===== config.mk =====
export PLATFORM = sky130hd
export DESIGN_NAME = trencadis_pwm_generator
export DESIGN_NICKNAME = d
export VERILOG_FILES = /design/src/rtl/trencadis_pwm_generator.sv
export SDC_FILE = /design/constraint.sdc
export NUM_CORES = 1
export LEC_CHECK = 0
export CORE_MARGIN = 3
export CORE_UTILIZATION = 55
export DETAILED_ROUTE_END_ITERATION = 16
export GPL_TIMING_DRIVEN = 0
export PLACE_DENSITY = 0.85
export SYNTH_ARGS = -nofsm -noshare
export SYNTH_HDL_FRONTEND = slang
export SYNTH_SLANG_ARGS = --single-unit

===== constraint.sdc =====
create_clock -name clk_i -period 7.5 [get_ports clk_i]
set_input_delay 0.75 -clock clk_i [delete_from_list [all_inputs] [get_ports clk_i]]
set_output_delay 0.75 -clock clk_i [all_outputs]
set_load 0.01 [all_outputs]

===== src/rtl/trencadis_pwm_generator.sv =====
// Tick-driven PWM with shadowed period/duty and graceful stop.
// Define TRENCADIS_PWM_COMPLEMENTARY_EN to add the pwm_n_o output.
module trencadis_pwm_generator #(
  parameter int SIZE = 8
) (
  input  logic            clk_i,
  input  logic            rst_i,
  input  logic            tick_i,
  input  logic            en_i,
  input  logic [SIZE-1:0] period_i,
  input  logic [SIZE-1:0] duty_i,
  output logic            pwm_o,
  output logic            period_end_o,
  output logic            busy_o
`ifdef TRENCADIS_PWM_COMPLEMENTARY_EN
  ,output logic           pwm_n_o
`endif
);

  typedef enum logic [1:0] {
    IDLE  = 2'd0,
    RUN   = 2'd1,
    DRAIN = 2'd2
  } state_e;

  localparam logic [SIZE-1:0] ONE = SIZE'(1);

  state_e          state_q, state_d;
  logic [SIZE-1:0] cnt_q, cnt_d;
  logic [SIZE-1:0] period_q, period_d;
  logic [SIZE-1:0] duty_q, duty_d;
  logic            pwm_q, pwm_d;
  logic            pe_q, pe_d;
  logic            busy_q, busy_d;
  logic            wrap;

  assign wrap = tick_i && (cnt_q == period_q);

  always_comb begin
    state_d  = state_q;
    cnt_d    = cnt_q;
    period_d = period_q;
    duty_d   = duty_q;
    pwm_d    = pwm_q;
    pe_d     = 1'b0;
    busy_d   = busy_q;
    unique case (state_q)
      IDLE: begin
        cnt_d  = '0;
        pwm_d  = 1'b0;
        busy_d = 1'b0;
        if (en_i) begin
          period_d = period_i;
          duty_d   = duty_i;
          pwm_d    = (duty_i != '0);
          busy_d   = 1'b1;
          state_d  = RUN;
        end
      end
      RUN, DRAIN: begin
        if (tick_i) cnt_d = wrap ? '0 : cnt_q + ONE;
        pe_d = wrap;
        // A wrap while stopping (or on the cycle en drops) ends the run
        if (wrap && (state_q == DRAIN || !en_i)) begin
          state_d = IDLE;
          cnt_d   = '0;
          pwm_d   = 1'b0;
          busy_d  = 1'b0;
        end else begin
          if (wrap) begin
            period_d = period_i;
            duty_d   = duty_i;
          end
          state_d = en_i ? RUN : DRAIN;
          pwm_d   = (cnt_d < duty_d);
          busy_d  = 1'b1;
        end
      end
      default: begin
        state_d = IDLE;
        cnt_d   = '0;
        pwm_d   = 1'b0;
        busy_d  = 1'b0;
      end
    endcase
  end

`ifdef TRENCADIS_PWM_COMPLEMENTARY_EN
  logic pwm_n_q, pwm_n_d;
  assign pwm_n_d = busy_d && !pwm_d;
  assign pwm_n_o = pwm_n_q;
`endif

  always_ff @(posedge clk_i) begin
    if (rst_i) begin
      state_q  <= IDLE;
      cnt_q    <= '0;
      period_q <= '0;
      duty_q   <= '0;
      pwm_q    <= 1'b0;
      pe_q     <= 1'b0;
      busy_q   <= 1'b0;
`ifdef TRENCADIS_PWM_COMPLEMENTARY_EN
      pwm_n_q  <= 1'b0;
`endif
    end else begin
      state_q  <= state_d;
      cnt_q    <= cnt_d;
      period_q <= period_d;
      duty_q   <= duty_d;
      pwm_q    <= pwm_d;
      pe_q     <= pe_d;
      busy_q   <= busy_d;
`ifdef TRENCADIS_PWM_COMPLEMENTARY_EN
      pwm_n_q  <= pwm_n_d;
`endif
    end
  end

  assign pwm_o        = pwm_q;
  assign period_end_o = pe_q;
  assign busy_o       = busy_q;

endmodule


## Word level (Yosys, flattened, before mapping)

Cells that the tools add are included.

| word-level totals | value |
|---|---|
| bits in registers | 29 |
| bits of input ports | 20 |
| output and inout port bits | 3 |
| word-level logic and storage cells | 51 |

| operators by class | value |
|---|---|
| add/sub/neg operators | 1 |
| $lt $le $gt $ge | 1 |
| eq/ne operators | 6 |
| multiplexer cells | 23 |
| bitwise gates (word level) | 1 |
| reductions and logical operators | 12 |

Operator list:

| kind | number |
|---|---|
| 8-bit two-way mux | 11 |
| 8-bit case mux with 2 select lines | 2 |
| 8-bit by 1-bit adder with 8-bit output, second input constant | 1 |
| 8-bit equality test | 1 |
| 8-bit less-than comparator | 1 |
| 8-bit nonzero test | 1 |
| 2-bit two-way mux | 3 |
| 2-bit inequality test, second input constant | 3 |
| 1-bit two-way mux | 4 |
| 1-bit case mux with 2 select lines | 2 |
| 2-bit case mux with 2 select lines | 1 |
| 4-bit AND reduction | 1 |
| 2-bit OR reduction | 2 |
| 3-bit AND reduction | 1 |
| 3-bit OR reduction | 1 |
| 2-bit by 1-bit equality test with 1-bit output, second input constant | 1 |
| 2-bit equality test, second input constant | 1 |
| 1-bit logical AND | 2 |
| 2-bit zero test | 1 |
| 2-bit nonzero test | 1 |
| 1-bit zero test | 1 |
| 1-bit logical OR | 1 |
| 1-bit NOT | 1 |

## Depth between registers and ports, before layout

Gate-level depths: netlist (run 1).

| logic depth | value |
|---|---|
| word-level depth | 8 |
| mapped depth | 12 |
| depth with buffers taken out | 10 |

## Worst setup path after synthesis (run 1)

OpenSTA, ideal clock, no wires.

| timing | value |
|---|---|
| kind | input to register |
| start point | input tick_i |
| end point | register pwm_q (netlist: pwm_o) |
| setup time | 0.087 ns |
| data arrival time | 2.868 ns |
| required time | 7.413 ns |
| setup slack | 4.545 ns |
| cell stages on the path | 11 |
| buffers on the path | 3 |
| cell sequence | clkbuf_1 and4_1 and3_1 clkbuf_1 buf_2 mux2i_1 ha_1 or3_1 a21oi_1 mux2i_1 o31ai_1 |

| on the way | value |
|---|---|
| word-level cells in the longest chain between the ends | 7 |
| elaborated cells on any way between the ends | 11 |
| classes of those cells | 1 x order compare; 8 x mux; 2 x reduce/logical |

RTL lines:

| item | RTL line | text |
|---|---|---|
| start: declaration | 8 | `input logic tick_i,` |
| 1-bit logical AND | 37 | `assign wrap = tick_i && (cnt_q == period_q);` |
| 8-bit two-way mux (on tied branches) | 61, 70 |  |
| 8-bit two-way mux (on tied branches) | 61, 64 |  |
| 8-bit two-way mux | 47 | `unique case (state_q)` |
| 8-bit less-than comparator | 75 | `pwm_d = (cnt_d < duty_d);` |
| 1-bit two-way mux (*) | 64 | `if (wrap && (state_q == DRAIN \|\| !en_i)) begin` |
| 1-bit case mux with 2 select lines (*) | 47 |  |
| end signal: assignment | 111 | `pwm_q <= pwm_d;` |
| end: declaration | 32 | `logic pwm_q, pwm_d;` |

Mark *: on every way between the ends. The rest lies on a longest branch, timed or not. The select of a mux whose other input is x is not followed.
A chain may end at the register's enable or synchronous reset.

## Worst setup path in the final report (run 1)

Ends and elaborated chain as after synthesis.

==> results.cfg, run 1 <==
[clock_network]
cts_hold_buffers = 0
cts_buffer_depth = 2
cts_sinks = 29
clkSlewWorstSetupHoldPaths_ns = 0.10
htreeDepth = 2
root_buffer = clkbuf_4
tritoncts = done
cts_inserted_buffers = 5
worstSkewPairLatency_ns = 0.33
cts_setup_buffers = 0
ctsResizeCount = 0

[timing]
slew_headroom = 0.696
hold_slack_ns = 0.485
rsz0062_at_grt = false
max_freq_ghz = 0.327
period_share = 0.408
tns_ns = 0
finalSetupViolations = 0
fin_skew_ns = 0.00792
period_minus_slack_ns = 3.06
worstMarginPinSlew_ns = 0.456
final_max_slew_viol_count = 0
hold_violations = 0

[placed_design]
hpwl_um = 2840
gp_congestion = 0.876
port_buffers = 21

[worst_hold_path]
hold_class = reg2reg
hold_start = duty_q[1]$_SDFFE_PP0P_
timing.hold.worst_path_depth = 2
whs_endpoint = duty_q[1]$_SDFFE_PP0P_

[critical_path]
crit_family = buffers and inverters
rr_endpoint = pwm_o$_SDFF_PP0_
cp_data_required_time_ns = 7.75
start_kind = primary input
path_cells = clkbuf_1 -> and4_1 -> and3_1 -> clkbuf_1 -> buf_2 -> mux2i_1 -> ha_1 -> or3_1 -> a21oi_1 -> mux2i_1 -> o31ai_1
crit_path_top_delay_cell = or3_1
reg2reg_depth = 11
cp_slowest_stage_delay_ns = 0.36
r2r_slack_ns = 4.60
cp_data_arrival_time_ns = 3.31
r2r-start = cnt_q[1]$_SDFF_PP0_
end_kind = flip-flop
path_class = in2reg
crit_buf_inv = 3
crit_fanout = 10

[grt]
grt_pass1_wl_um = 6020
overflow = 0
grt_use_total = 0.222
grt_max_degree = 11
grt_pass1_vias = 1339
antenna_found_initial = 0

[power_and_ir_drop]
peakVddDrop_uv = 135
power_density_nw_per_um2 = 180
leakagePower_uw = 0.000774

[cells_and_area]
synthToLayoutAreaGrowth_pct = 18.3
antenna_cells = 0
drive_gt1_frac = 0.0655
layout.nets = 259

[floorplan]
core_area_um2 = 2830
start_util = 0.589
die-area_um2 = 3720
die_w_um = 61.0
num_io_pins = 23
die_h_um = 61.0
rows = 19

[run_status]
outcome = finished clean

[routing]
via_per_inst = 5.85
drc_errors = 0
drt_wl_total_um = 3700
vias = 1521
drt_first_iter_violations = 57
wl_per_cell_um = 14.2
first_pass_iters = 4
ant_nets = 0

[yosys]
yosys.area.top_type_share = 0.349
yosysWarnings = 0
yosysTopAreaCell = dfxtp_1
synth_edf_count = 0
ys_ff_latch = 29
synthFlopType = dfxtp_1
synth.distinct_cells = 39
syn_area_per_cell_um2 = 8.33
synthArstFlopShare = 0
syn_area_um2 = 1670
synth_fp_nets = 231
synthCells = 200
ys_seq_area_frac = 0.349
netlist_top_cells_area = dfxtp_1 (35%), ha_1 (8.3%), a21oi_1 (6.3%)

[flow_run]
maxCapViolations = 0
==> logic make-up after synthesis <==
kind of cell	after synthesis	share of synthesized area
AO/OA/AOI/OAI	51	0.181
AND/OR/NAND/NOR	71	0.219
flip-flops	29	0.349
buffers and inverters	16	0.0466
XOR/XNOR	14	0.0736
multiplexers	8	0.0481
adder cells (fa/ha/maj)	11	0.0826
==> cell usage after synthesis, types with 2 or more instances <==
cell / count
dfxtp_1: 29
a21oi_1: 21
nand3_1: 20
nor2_1: 19
ha_1: 11
o21ai_1: 10
xor2_1: 9
mux2i_1: 8
nand2_1: 8
o21ai_0: 8
inv_1: 6
nand2b_1: 6
clkbuf_1: 5
xnor2_1: 5
nand4_1: 4
nor3_1: 3
o21a_1: 3
and4_1: 2
buf_2: 2
nor4_1: 2
==> stage by stage <==
step	setup slack, ns	util	std cells	area (µm²)	total power (µW)
after floorplan	4.55	-	200	1670	235
after global placement	4.22	0.677	252	1910	264
after detailed placement	4.13	0.677	252	1910	265
after CTS	4.49	0.696	260	1970	355
after global routing	4.32	0.696	260	1970	372
final	4.44	0.696	260	1970	355
==> placed cells by master (no fill, tap or decap), types with 2 or more instances in the layout <==
master,n
dfxtp_1,29
a21oi_1,21
clkdlybuf4s50_1,21
nand3_1,20
nor2_1,19
ha_1,11
o21ai_1,10
xor2_1,9
mux2i_1,8
nand2_1,8
o21ai_0,8
inv_1,6
nand2b_1,6
clkbuf_4,6
clkbuf_1,5
xnor2_1,5
nand4_1,4
nor3_1,3
o21a_1,3
and4_1,2
buf_2,2
nor4_1,2
clkinv_2,2
==> layout make-up <==
type | instances | area, µm²
clock buffers | 5 | 37.5
fillers | 225 | 860
plain buffers | 10 | 55.1
clock inverters | 3 | 17.5
inverters | 6 | 22.5
flip-flops and latches | 29 | 581
multi-input cells | 155 | 1010
repair buffers | 21 | 210
well taps | 31 | 38.8
==> where the power goes <==
part | internal [µW] | switching, µW
registers | 163 | 5.48
clock network | 35.2 | 57.0
logic | 43.1 | 51.1
==> metal layers <==
metal	track usage	wire length (µm)	vias up
li1	-	-	775
met1	0.288	1710	698
met2	0.346	1700	41
met3	0.0566	212	7
met4	0.0991	70	0
met5	0	0	-
==> how the worst max path moves through the flow <==
stage          depth (start not counted)  slack, ns   start          endpoint
4_1_cts                               11       4.49  tick_i  pwm_o$_SDFF_PP0_
3_3_place_gp                          11       4.22  tick_i  pwm_o$_SDFF_PP0_
6_report                              11       4.44  tick_i  pwm_o$_SDFF_PP0_
2_1_floorplan                         11       4.55  tick_i  pwm_o$_SDFF_PP0_
5_1_grt                               11       4.32  tick_i  pwm_o$_SDFF_PP0_
3_5_place_dp                          11       4.13  tick_i  pwm_o$_SDFF_PP0_
==> worst register-to-register path: stages, from the launching register on <==
cell	delay, ns
dfxtp_1	0.42
xor2_1	0.12
nor3_1	0.31
and3_1	0.20
clkbuf_1	0.32
buf_2	0.32
mux2i_1	0.16
ha_1	0.22
or3_1	0.36
a21oi_1	0.12
mux2i_1	0.08
o31ai_1	0.19
==> state kept, by name, indices dropped and copies added (netlist names) <==
name / cells
cnt_q: 8
duty_q: 8
period_q: 8
state_q: 2
busy_o: 1
period_end_o: 1
pwm_o: 1
Note: power is estimated with default switching activity, not from simulation.
==> run 2, diff against run 1 <==
--- a/config.mk
+++ b/config.mk
@@ -6,10 +6,10 @@
 export NUM_CORES = 1
 export LEC_CHECK = 0
 export CORE_MARGIN = 3
-export CORE_UTILIZATION = 55
+export CORE_UTILIZATION = 54
 export DETAILED_ROUTE_END_ITERATION = 16
 export GPL_TIMING_DRIVEN = 0
-export PLACE_DENSITY = 0.85
+export PLACE_DENSITY = 0.84
 export SYNTH_ARGS = -nofsm -noshare
 export SYNTH_HDL_FRONTEND = slang
 export SYNTH_SLANG_ARGS = --single-unit
==> constraint.sdc (replaced) <==
create_clock -name clk_i -period 3.16 [get_ports clk_i]
set_input_delay 0.316 -clock clk_i [delete_from_list [all_inputs] [get_ports clk_i]]
set_output_delay 0.316 -clock clk_i [all_outputs]
set_load 0.01 [all_outputs]
==> results.cfg, run 2 (same netlist as run 1, synthesis figures left out) <==
[run_status]
outcome = finished clean

[clock_network]
root_buffer = clkbuf_4
cts_setup_buffers = 0
cts_hold_buffers = 0
clkSlewWorstSetupHoldPaths_ns = 0.10
worstSkewPairLatency_ns = 0.34
cts_inserted_buffers = 5
tritoncts = done
htreeDepth = 2
cts_buffer_depth = 2
ctsResizeCount = 0
cts_sinks = 29

[critical_path]
crit_path_top_delay_cell = or3_1
cp_data_required_time_ns = 3.42
path_class = reg2reg
crit_family = simple AND/OR/NAND/NOR gates
end_kind = flip-flop
start_kind = flip-flop
crit_fanout = 10
crit_buf_inv = 2
path_cells = xor2_1 -> nor3_1 -> and3_1 -> clkbuf_1 -> buf_2 -> mux2i_1 -> ha_1 -> or3_1 -> a21oi_1 -> mux2i_1 -> o31ai_1
cp_slowest_stage_delay_ns = 0.38
crit_top_cell = mux2i_1
cp_data_arrival_time_ns = 3.13

[cells_and_area]
largest_registers = cnt_q: 8 flops, duty_q: 8 flops, period_q: 8 flops
drive_gt1_frac = 0.0655
antenna_cells = 0
synthToLayoutAreaGrowth_pct = 20.3
final_common_cell = dfxtp_1
mostFrequentLayoutCells = dfxtp_1 (29), a21oi_1 (21), clkdlybuf4s50_1 (21)
layout.nets = 259

[routing]
drt_wl_total_um = 3820
drt_first_iter_violations = 58
via_per_inst = 5.88
wl_per_cell_um = 14.7
drc_errors = 0
top_layer_used = met4
met2RoutedLength_um = 1710
first_pass_iters = 4
met3_length_um = 242
drt-met1-wl_um = 1770
ant_nets = 0
vias = 1528

[grt]
grt_max_degree = 11
grt_pass1_wl_um = 6110
antenna_found_initial = 0
grt_use_total = 0.223
overflow = 0
grt_pass1_vias = 1364

[placed_design]
hpwl_um = 2910
gp_congestion = 0.905
port_buffers = 21

[timing]
period_share = 0.907
slew_headroom = 0.719
max_freq_ghz = 0.349
final_max_slew_viol_count = 0
period_minus_slack_ns = 2.87
fin_skew_ns = 0.00975
hold_violations = 0
rsz0062_at_grt = false
finalSetupViolations = 0
tns_ns = 0
worstMarginPinSlew_ns = 0.422

[floorplan]
rows = 19
core_area_um2 = 2850
num_io_pins = 23
start_util = 0.584
die_h_um = 61.5
die_w_um = 61.5
die-area_um2 = 3790

[worst_hold_path]
hold_class = reg2reg

[power_and_ir_drop]
leakagePower_uw = 0.000787
power_uw = 950
peakVddDrop_uv = 348
power_density_nw_per_um2 = 474

[flow_run]
maxCapViolations = 0
run 2: cell types whose count changed in the layout (fill, tap and decap cells not counted), sizes merged:
cell	delta
clkinv	-2
clkbuf	+1
bufinv	+1
run 2: stage by stage:
step           instance area (µm²)   util  cells  hold slack [ns]  setup slack, ns
3_5_place_dp                  1910  0.671    252            0.473            0.324
5_1_grt                       2000  0.702    260            0.516           0.0432
6_report                      2000  0.702    260            0.490            0.292
3_3_place_gp                  1910  0.671    252            0.463            0.332
4_1_cts                       2000  0.702    260            0.487            0.342
2_1_floorplan                 1670      -    200            0.453            0.639
run 2: metal layers:
metal / vias up / global-route usage
met2: 48 / 0.333
met5: - / 0
li1: 768 / -
met4: 0 / 0.106
met1: 703 / 0.288
met3: 9 / 0.0755
run 2: worst paths after layout:
kind         slack [ns]                startpoint                endpoint  depth (start not counted)
max reg2reg        0.29  period_q[7]$_SDFFE_PP0P_        pwm_o$_SDFF_PP0_                         11
min reg2reg        0.49    duty_q[2]$_SDFFE_PP0P_  duty_q[2]$_SDFFE_PP0P_                          2
max                0.29  period_q[7]$_SDFFE_PP0P_        pwm_o$_SDFF_PP0_                         11
min                0.49    duty_q[2]$_SDFFE_PP0P_  duty_q[2]$_SDFFE_PP0P_                          2
run 2: cell type report:
class | instances | area, µm²
clock inverters | 2 | 37.5
plain buffers | 10 | 55.1
inverters | 6 | 22.5
repair buffers | 21 | 210
flip-flops and latches | 29 | 581
fillers | 248 | 850
well taps | 31 | 38.8
clock buffers | 6 | 51.3
multi-input cells | 155 | 1010
run 2: worst min-delay path, stage by stage, from the launching register on:
cell	delay (ns)
dfxtp_1	0.32
o21ai_1	0.07
a21oi_1	0.06
run 2: where the power goes:
group	internal [µW]	total, µW	switching [µW]
Clock	188	327	139
Sequential	387	400	13.5
Combinational	102	224	122
Total	677	950	274
==> run 3, diff against run 2 <==
--- a/config.mk
+++ b/config.mk
@@ -10,6 +10,8 @@
 export DETAILED_ROUTE_END_ITERATION = 16
 export GPL_TIMING_DRIVEN = 0
 export PLACE_DENSITY = 0.84
+export SETUP_SLACK_MARGIN = 0.05
+export SLEW_MARGIN = 20
 export SYNTH_ARGS = -nofsm -noshare
 export SYNTH_HDL_FRONTEND = slang
 export SYNTH_SLANG_ARGS = --single-unit
==> results.cfg, run 3 (same netlist as run 1, synthesis figures left out) <==
[cells_and_area]
fillers = 247
regArea_um2 = 581
antenna_cells = 0
layout.nets = 258
drive_gt1_frac = 0.0658
largest_registers = cnt_q: 8 flops, duty_q: 8 flops, period_q: 8 flops
multi_input_area_um2 = 1010
final_common_cell = dfxtp_1
utilization = 0.701
synthToLayoutAreaGrowth_pct = 20.1
mostFrequentLayoutCells = dfxtp_1 (29), a21oi_1 (21), clkdlybuf4s50_1 (21)

[routing]
drt_first_iter_violations = 56
drt_wl_total_um = 3820
first_pass_iters = 6
drc_errors = 0
via_per_inst = 5.85
ant_nets = 0
vias = 1514
wl_per_cell_um = 14.8

[grt]
gr-usage-met3 = 0.0755
use_met2 = 0.333
antenna_found_initial = 0
grtUsageMet1 = 0.288
gr-max-usage-layer = met2
grt_max_degree = 11
overflow = 0
grt_pass1_vias = 1364
grt_pass1_wl_um = 6110
grt_use_total = 0.223

[floorplan]
num_io_pins = 23
rows = 19
start_util = 0.584
core_area_um2 = 2850
die_w_um = 61.5
die_h_um = 61.5
die-area_um2 = 3790

[critical_path]
crit_start = period_q[7]$_SDFFE_PP0P_
r2r-start = period_q[7]$_SDFFE_PP0P_
crit_family = simple AND/OR/NAND/NOR gates
reg2reg_depth = 10
path_cells = xor2_1 -> nor3_1 -> and3_1 -> buf_2 -> mux2i_1 -> ha_1 -> or3_1 -> a21oi_1 -> mux2i_1 -> o31ai_1
end_kind = flip-flop
cp_data_arrival_time_ns = 2.99
cp_data_required_time_ns = 3.42
start_kind = flip-flop
path_class = reg2reg
crit_fanout = 10
r2r_slack_ns = 0.43
cp_slowest_stage_delay_ns = 0.39
crit_buf_inv = 1
crit_top_cell = mux2i_1
crit_path_top_delay_cell = and3_1
rr_endpoint = pwm_o$_SDFF_PP0_

[clock_network]
tritoncts = done
worstSkewPairLatency_ns = 0.34
ctsResizeCount = 0
cts_setup_buffers = 0
clkSlewWorstSetupHoldPaths_ns = 0.10
root_buffer = clkbuf_4
htreeDepth = 2
cts_sinks = 29
cts_buffer_depth = 2
cts_inserted_buffers = 5
cts_hold_buffers = 0

[timing]
hold_violations = 0
fin_skew_ns = 0.0100
slew_headroom = 0.719
final_max_slew_viol_count = 0
finalSetupViolations = 0
period_minus_slack_ns = 2.73
worstMarginPinSlew_ns = 0.421
rsz0062_at_grt = false
period_share = 0.863
tns_ns = 0
max_freq_ghz = 0.366

[placed_design]
port_buffers = 21
gp_congestion = 0.905
hpwl_um = 2910

[power_and_ir_drop]
power_density_nw_per_um2 = 474
leakagePower_uw = 0.000786
peakVddDrop_uv = 348

[worst_hold_path]
timing.hold.worst_path_depth = 2
hold_class = reg2reg
whs_endpoint = duty_q[2]$_SDFFE_PP0P_
hold_start = duty_q[2]$_SDFFE_PP0P_

[run_status]
outcome = finished clean

[flow_run]
maxCapViolations = 0
## run 3: final cells by class
cell class,count,area share
clock buffer,6,0.0257
sequential,29,0.290
clock inverter,2,0.0188
multi-input combinational,155,0.504
inverter,6,0.0113
timing repair buffer,21,0.105
tap,31,0.0194
buffer,9,0.0257
## run 3: how the worst max path moves through the flow
stage / to / depth (start not counted)
final: pwm_o$_SDFF_PP0_ / 10
after global routing: pwm_o$_SDFF_PP0_ / 10
after CTS: pwm_o$_SDFF_PP0_ / 11
after detailed placement: pwm_o$_SDFF_PP0_ / 11
after global placement: pwm_o$_SDFF_PP0_ / 11
after floorplan: pwm_o$_SDFF_PP0_ / 11
## run 3: tightest hold or removal path, stage by stage, from the launching register on
cell and delay, ns:
dfxtp_1 0.32, o21ai_1 0.07, a21oi_1 0.06
## run 3: power by group
| part | internal [µW] | total, µW | switching [µW] |
|---|---|---|---|
| logic | 101 | 223 | 121 |
| registers | 387 | 400 | 13.4 |
| clock network | 188 | 326 | 138 |
| total | 676 | 949 | 273 |
## run 3: through the flow
step                hold slack (ns)  total power [µW]  instance area (µm²)  setup WS (ns)  cells
floorplan                     0.453               557                 1670          0.639    200
global placement              0.463               625                 1910          0.332    252
detailed placement            0.473               629                 1910          0.324    252
CTS                           0.487               952                 2000          0.342    260
global route                  0.516               996                 2000          0.171    259
finish                        0.490               949                 2000          0.431    259
## run 3: routing by layer
metal,vias up,part of all wire
met4,0,0.025
met3,9,0.057
li1,767,-
met2,45,0.45
met5,-,0
met1,693,0.47
